## src/rtl/masked_pkg.sv

```systemverilog
// Shared constants and LFSR step for the 2-share masked datapath source.
package masked_pkg;
  localparam int LFSR_W = 16;
  localparam logic [LFSR_W-1:0] DEFAULT_SEED = 16'hACE1;
  localparam int TAP0 = 15;
  localparam int TAP1 = 13;
  localparam int TAP2 = 12;
  localparam int TAP3 = 10;
  localparam int R_W = 3;

  function automatic logic [LFSR_W-1:0] lfsr_next(input logic [LFSR_W-1:0] s);
    logic fb;
    fb = s[TAP0] ^ s[TAP1] ^ s[TAP2] ^ s[TAP3];
    return {s[LFSR_W-2:0], fb};
  endfunction
endpackage

```

## src/rtl/share_lfsr.sv

```systemverilog
// Mask source LFSR: steps only on accepted transfers, reseedable, never holds zero.
module share_lfsr
  import masked_pkg::*;
#(
  parameter logic [LFSR_W-1:0] SEED = DEFAULT_SEED
) (
  input  logic              clk_i,
  input  logic              rst_i,
  input  logic              adv_i,
  input  logic              reseed_vld_i,
  input  logic [LFSR_W-1:0] reseed_dat_i,
  output logic [LFSR_W-1:0] state_o
);
  logic [LFSR_W-1:0] state_q, state_d;

  always_comb begin
    state_d = state_q;
    if (reseed_vld_i) begin
      state_d = reseed_dat_i;
    end else if (adv_i) begin
      state_d = lfsr_next(state_q);
    end
    // All-zero is the lock-up state of this LFSR; recover to the seed.
    if (state_d == '0) begin
      state_d = SEED;
    end
  end

  always_ff @(posedge clk_i) begin
    if (rst_i) begin
      state_q <= SEED;
    end else begin
      state_q <= state_d;
    end
  end

  assign state_o = state_q;
endmodule

```

## src/rtl/masked_share_encoder.sv

```systemverilog
// Splits plaintext a/b into Boolean shares with fresh LFSR masks plus gadget randomness.
// One output register stage; in_ready = !out_valid || out_ready, full throughput.
module masked_share_encoder
  import masked_pkg::*;
#(
  parameter int              WIDTH = 1,
  parameter logic [LFSR_W-1:0] SEED  = DEFAULT_SEED
) (
  input  logic              clk,
  input  logic              rst,
  input  logic              in_valid,
  output logic              in_ready,
  input  logic [WIDTH-1:0]  a,
  input  logic [WIDTH-1:0]  b,
  output logic              out_valid,
  input  logic              out_ready,
  output logic [WIDTH-1:0]  A0,
  output logic [WIDTH-1:0]  A1,
  output logic [WIDTH-1:0]  B0,
  output logic [WIDTH-1:0]  B1,
  output logic [R_W-1:0]    r,
  input  logic              reseed_valid,
  input  logic [LFSR_W-1:0] reseed_value,
  output logic [15:0]       tx_count
);
  generate
    if (2 * WIDTH + R_W > LFSR_W) begin : g_width_check
      $error("masked_share_encoder: 2*WIDTH+3 must not exceed 16");
    end
  endgenerate

  logic              accept;
  logic [LFSR_W-1:0] lfsr_s;
  logic              unused_lfsr;
  logic [WIDTH-1:0]  m_a, m_b;
  logic [R_W-1:0]    rr;

  logic              out_valid_q;
  logic [WIDTH-1:0]  a0_q, a1_q, b0_q, b1_q;
  logic [R_W-1:0]    r_q;
  logic [15:0]       tx_count_q;

  assign in_ready = !out_valid_q || out_ready;
  assign accept   = in_valid && in_ready;

  share_lfsr #(.SEED(SEED)) u_lfsr (
    .clk_i        (clk),
    .rst_i        (rst),
    .adv_i        (accept),
    .reseed_vld_i (reseed_valid),
    .reseed_dat_i (reseed_value),
    .state_o      (lfsr_s)
  );

  // Upper state bits are not sliced for masks at small WIDTH.
  assign unused_lfsr = ^lfsr_s;
  assign m_a = lfsr_s[WIDTH-1:0];
  assign m_b = lfsr_s[2*WIDTH-1:WIDTH];
  assign rr  = lfsr_s[2*WIDTH+R_W-1:2*WIDTH];

  always_ff @(posedge clk) begin
    if (rst) begin
      out_valid_q <= 1'b0;
      a0_q        <= '0;
      a1_q        <= '0;
      b0_q        <= '0;
      b1_q        <= '0;
      r_q         <= '0;
      tx_count_q  <= '0;
    end else if (accept) begin
      // Plaintext meets its mask only in this one XOR per share bit.
      a0_q        <= a ^ m_a;
      a1_q        <= m_a;
      b0_q        <= b ^ m_b;
      b1_q        <= m_b;
      r_q         <= rr;
      out_valid_q <= 1'b1;
      tx_count_q  <= tx_count_q + 16'd1;
    end else if (out_ready) begin
      out_valid_q <= 1'b0;
    end
  end

  assign out_valid = out_valid_q;
  assign A0        = a0_q;
  assign A1        = a1_q;
  assign B0        = b0_q;
  assign B1        = b1_q;
  assign r         = r_q;
  assign tx_count  = tx_count_q;
endmodule
```

## config.mk

```make
export PLATFORM = sky130hd
export DESIGN_NAME = masked_share_encoder
export DESIGN_NICKNAME = d
export VERILOG_FILES = /design/src/rtl/masked_pkg.sv /design/src/rtl/share_lfsr.sv /design/src/rtl/masked_share_encoder.sv
export SDC_FILE = /design/constraint.sdc
export NUM_CORES = 1
export LEC_CHECK = 0
export ABC_AREA = 1
export CORE_MARGIN = 5
export CORE_UTILIZATION = 53
export CTS_CLUSTER_DIAMETER = 40
export DETAILED_ROUTE_END_ITERATION = 10
export PLACE_DENSITY = 0.86
export REMOVE_ABC_BUFFERS = 1
export SKIP_CTS_REPAIR_TIMING = 1
export SYNTH_ARGS = -nofsm -noshare
export SYNTH_HDL_FRONTEND = slang
export SYNTH_SLANG_ARGS = --single-unit
```

## constraint.sdc

```tcl
create_clock -name clk -period 2.55 [get_ports clk]
set_input_delay 0.6375 -clock clk [delete_from_list [all_inputs] [get_ports clk]]
set_output_delay 0.6375 -clock clk [all_outputs]
set_load 0.05 [all_outputs]
```

==> metrics.csv <==
stage,metric,value,unit
worst_hold_path,min_path_type,flip-flop to flip-flop,
logic_synthesis,synth.top_cell.area_share,38.6,%
floorplanning,start_util,55.8,%
power_and_ir_drop,power.density,534,nW/µm²
placement,place_inst,390,
critical_path,cp_num_buf_inv,5,
power_and_ir_drop,power.share.clock,35.1,%
cells_and_area,seqCellArea,801,µm²
logic_synthesis,synthMuxAreaShare,0,%
critical_path,worstRegToRegCells,11,
logic_synthesis,ys_warn_count,0,
critical_path,path_delay_family,buffers and inverters,
critical_path,r2r-end,u_lfsr.state_o[1]$_SDFF_PP0_,
clocking,clockRootBuffer,clkbuf_8,
global_route,grt_util_all_layers,19.3,%
sta,max_slew_margin,65.4,%
critical_path,r2r-start,out_valid$_SDFFE_PP0P_,
logic_synthesis,synth_top_family_by_area,simple AND/OR/NAND/NOR gates,
outcome,status,"finished, final reports clean",
sta,rsz0062_at_grt,false,
cells_and_area,n_antenna_cell,0,
logic_synthesis,synth_xor_area_share,1.69,%
logic_synthesis,async_flop_share,0,%
critical_path,reg2reg_slack,750,ps
floorplanning,core_area,3720,µm²
logic_synthesis,synth-seq-cells,40,
sta,tightest_slew,518,ps
logic_synthesis,ys.flop_type,dfxtp_1,
route,drc,0,
logic_synthesis,syn_area_per_cell,7.07,µm²
logic_synthesis,synth-simple-area-share,39.0,%
global_route,grt_pass1_wl,8.02,mm
critical_path,crit_top_cell,buf_4,
logic_synthesis,synth_edf_count,0,
power_and_ir_drop,irDropWorstVdd,0.000486,V
sta,tns,0,ps
power_and_ir_drop,p_int,0.00106,W
worst_hold_path,whs_path_depth,2,
global_route,grt_pass1_vias,1881,
cells_and_area,nets,373,
power_and_ir_drop,switching_share,27.5,%
clocking,numClockSinks,40,
sta,setup_viol,0,
logic_synthesis,yosysTopAreaCell,dfxtp_1,
placement,dpl_cell_area,2630,µm²
power_and_ir_drop,power_frac_seq,45.9,%
logic_synthesis,synth_cell_types,34,
sta,layout_worst_path_cycle_share,95.1,%
power_and_ir_drop,comb_power_share,19.0,%
placement,globalplace.congestion,0.890,
sta,post-route-min-period,2430,ps
sta,hold_viol,0,
floorplanning,top_level_ports,48,
critical_path,critPathArrivalTime,1790,ps
critical_path,crit_type,input pin to output port,
worst_hold_path,hold_end,r[0]$_SDFFE_PP0P_,
logic_synthesis,synthCells,293,
logic_synthesis,synth_compound_area_share,9.84,%
floorplanning,dieWidth,72.5,µm
placement,hpwl,3.53,mm
clocking,clkLatencyLatePin,290,ps
critical_path,worstPathRequired,1910,ps
logic_synthesis,ys_seq_area_share,38.6,%
critical_path,cp-start-kind,input pin,
critical_path,cp_slowest_stage_delay,420,ps
sta,clock-skew-final,3.99,ps
worst_hold_path,hold_start,r[0]$_SDFFE_PP0P_,
cells_and_area,design_area,2740,µm²
route,antenna_left,0,
critical_path,crit_slowest_cell,clkdlybuf4s50_1,
global_route,grt_max_degree,24,
logic_synthesis,yosysMostFrequentCell,nand2_1,
clocking,clockBufferDepth,2,
clocking,cts_tree,built,
logic_synthesis,netlist_area,2070,µm²
global_route,antenna_found_initial,0,
floorplanning,die-area,5260,µm²
power_and_ir_drop,power_leakage,1.26,nW
cells_and_area,n_fill_cell,301,
critical_path,path_cells,"clkdlybuf4s50_1, inv_1, nand2_2, buf_4, buf_4, buf_12",
run,cap_viol_max_count,0,
route,route.vias.total,2016,
route,drtIter0Drc,111,
route,routed_wl,4.77,mm
floorplanning,rows,22,
route,avgViaCountPerCell,5.07,
power_and_ir_drop,p_switching,0.000402,W
clocking,cts_buffers,5,
power_and_ir_drop,p_total,0.00146,W
cells_and_area,area_growth,32.3,%
route,wire_per_inst,12.0,µm
logic_synthesis,synthAdderAreaFrac,0.604,%
sta,slew_viol_final,0,
critical_path,end_kind,output port,
cells_and_area,stdcell_count,398,
critical_path,crit_fanout,9,
placement,port_buffers,47,
route,first_pass_iters,4,
cells_and_area,drive_above_1_share,12.6,%
logic_synthesis,yosys-top-cells-count,"87 x nand2_1, 40 x dfxtp_1, 33 x inv_1",
sta,fmax,412,MHz
cells_and_area,multi_input_area,1060,µm²
global_route,grt_overflow_total,0,
floorplanning,fp.dieH,72.5,µm
clocking,cts.clk_slew.worst_paths,80,ps
clocking,cts_max_level,2,
logic_synthesis,synth.area.top_cells,"dfxtp_1 39%, nand2_1 16%, nand3_1 6.5%, inv_1 6.0%, a21oi_1 4.8%",
-- through the flow --
step / utilization [%] / hold WS (ps) / setup slack (ps)
after floorplan: - / 455 / 285
after global placement: 70.8 / 460 / 39.6
after detailed placement: 70.8 / 460 / 4.14
after CTS: 73.8 / 471 / 120
after global routing: 73.8 / 496 / 83.8
final: 73.8 / 466 / 124
-- cell families (layout without fill, tap and decap cells) --
logic type,after synthesis,in the layout
fa+ha+maj,1,1
compound gates,37,37
simple gates,165,165
buf+inv,46,103
flops,40,40
xor+xnor,4,4
-- tightest hold or removal path: stages (launching register included) --
cell and delay, ps:
dfxtp_1 310, nand2_1 60, a21oi_1 50
-- per-layer routing --
metal | wire length, µm | vias up | GRT usage [%]
li1 | - | 1031 | -
met1 | 2120 | 919 | 24.0
met2 | 2290 | 57 | 32.7
met3 | 275 | 9 | 4.02
met4 | 85 | 0 | 7.17
met5 | 0 | - | 0
-- worst max-delay path by stage --
stage	from	to	slack, ps	cells past startpoint
after floorplan	out_valid$_SDFFE_PP0P_	u_lfsr.state_o[1]$_SDFF_PP0_	290	11
after global placement	in_valid	u_lfsr.state_o[1]$_SDFF_PP0_	40	13
after detailed placement	in_valid	u_lfsr.state_o[1]$_SDFF_PP0_	4	13
after CTS	out_ready	in_ready	120	6
after global routing	out_ready	in_ready	80	6
final	out_ready	in_ready	120	6
-- power groups by stage --
| stage | Combinational [W] | Sequential, W | Clock, W |
|---|---|---|---|
| 6_report | 0.000277 | 0.000672 | 0.000514 |
| 2_1_floorplan | 0.000126 | 0.000723 | 0 |
| 4_1_cts | 0.000277 | 0.000672 | 0.000523 |
| 3_3_place_gp | 0.000270 | 0.000687 | 0 |
| 5_1_grt | 0.000306 | 0.000677 | 0.000552 |
| 3_5_place_dp | 0.000275 | 0.000687 | 0 |
-- sequential cells by signal, indices dropped and copies added, names as in the netlist --
signal	flops
A1	1
r	3
u_lfsr.state_o	16
B1	1
out_valid	1
B0	1
tx_count	16
A0	1
-- final cells by class --
cell class	instances	share of cell area, %
Clock inverter	3	1.55
Clock buffer	5	2.51
Tap cell	48	2.19
Timing Repair Buffer	60	21.1
Sequential cell	40	29.2
Inverter	35	4.79
Multi-Input combinational cell	207	38.7
-- placed cells by master, fill, tap and decap left out, types with 2 or more instances in the layout --
cell type	n
o21ai_0	12
clkbuf_8	5
nor2_4	2
inv_2	2
buf_4	13
inv_1	33
nor2_1	23
o21a_1	2
nand2_1	87
a21oi_1	20
nand2_4	4
dfxtp_1	40
nor2_2	3
nand2_2	2
or2_2	3
clkdlybuf4s50_1	46
nand3b_1	7
nand3_1	27
xnor2_1	3
(Power assumes the default switching activity.)
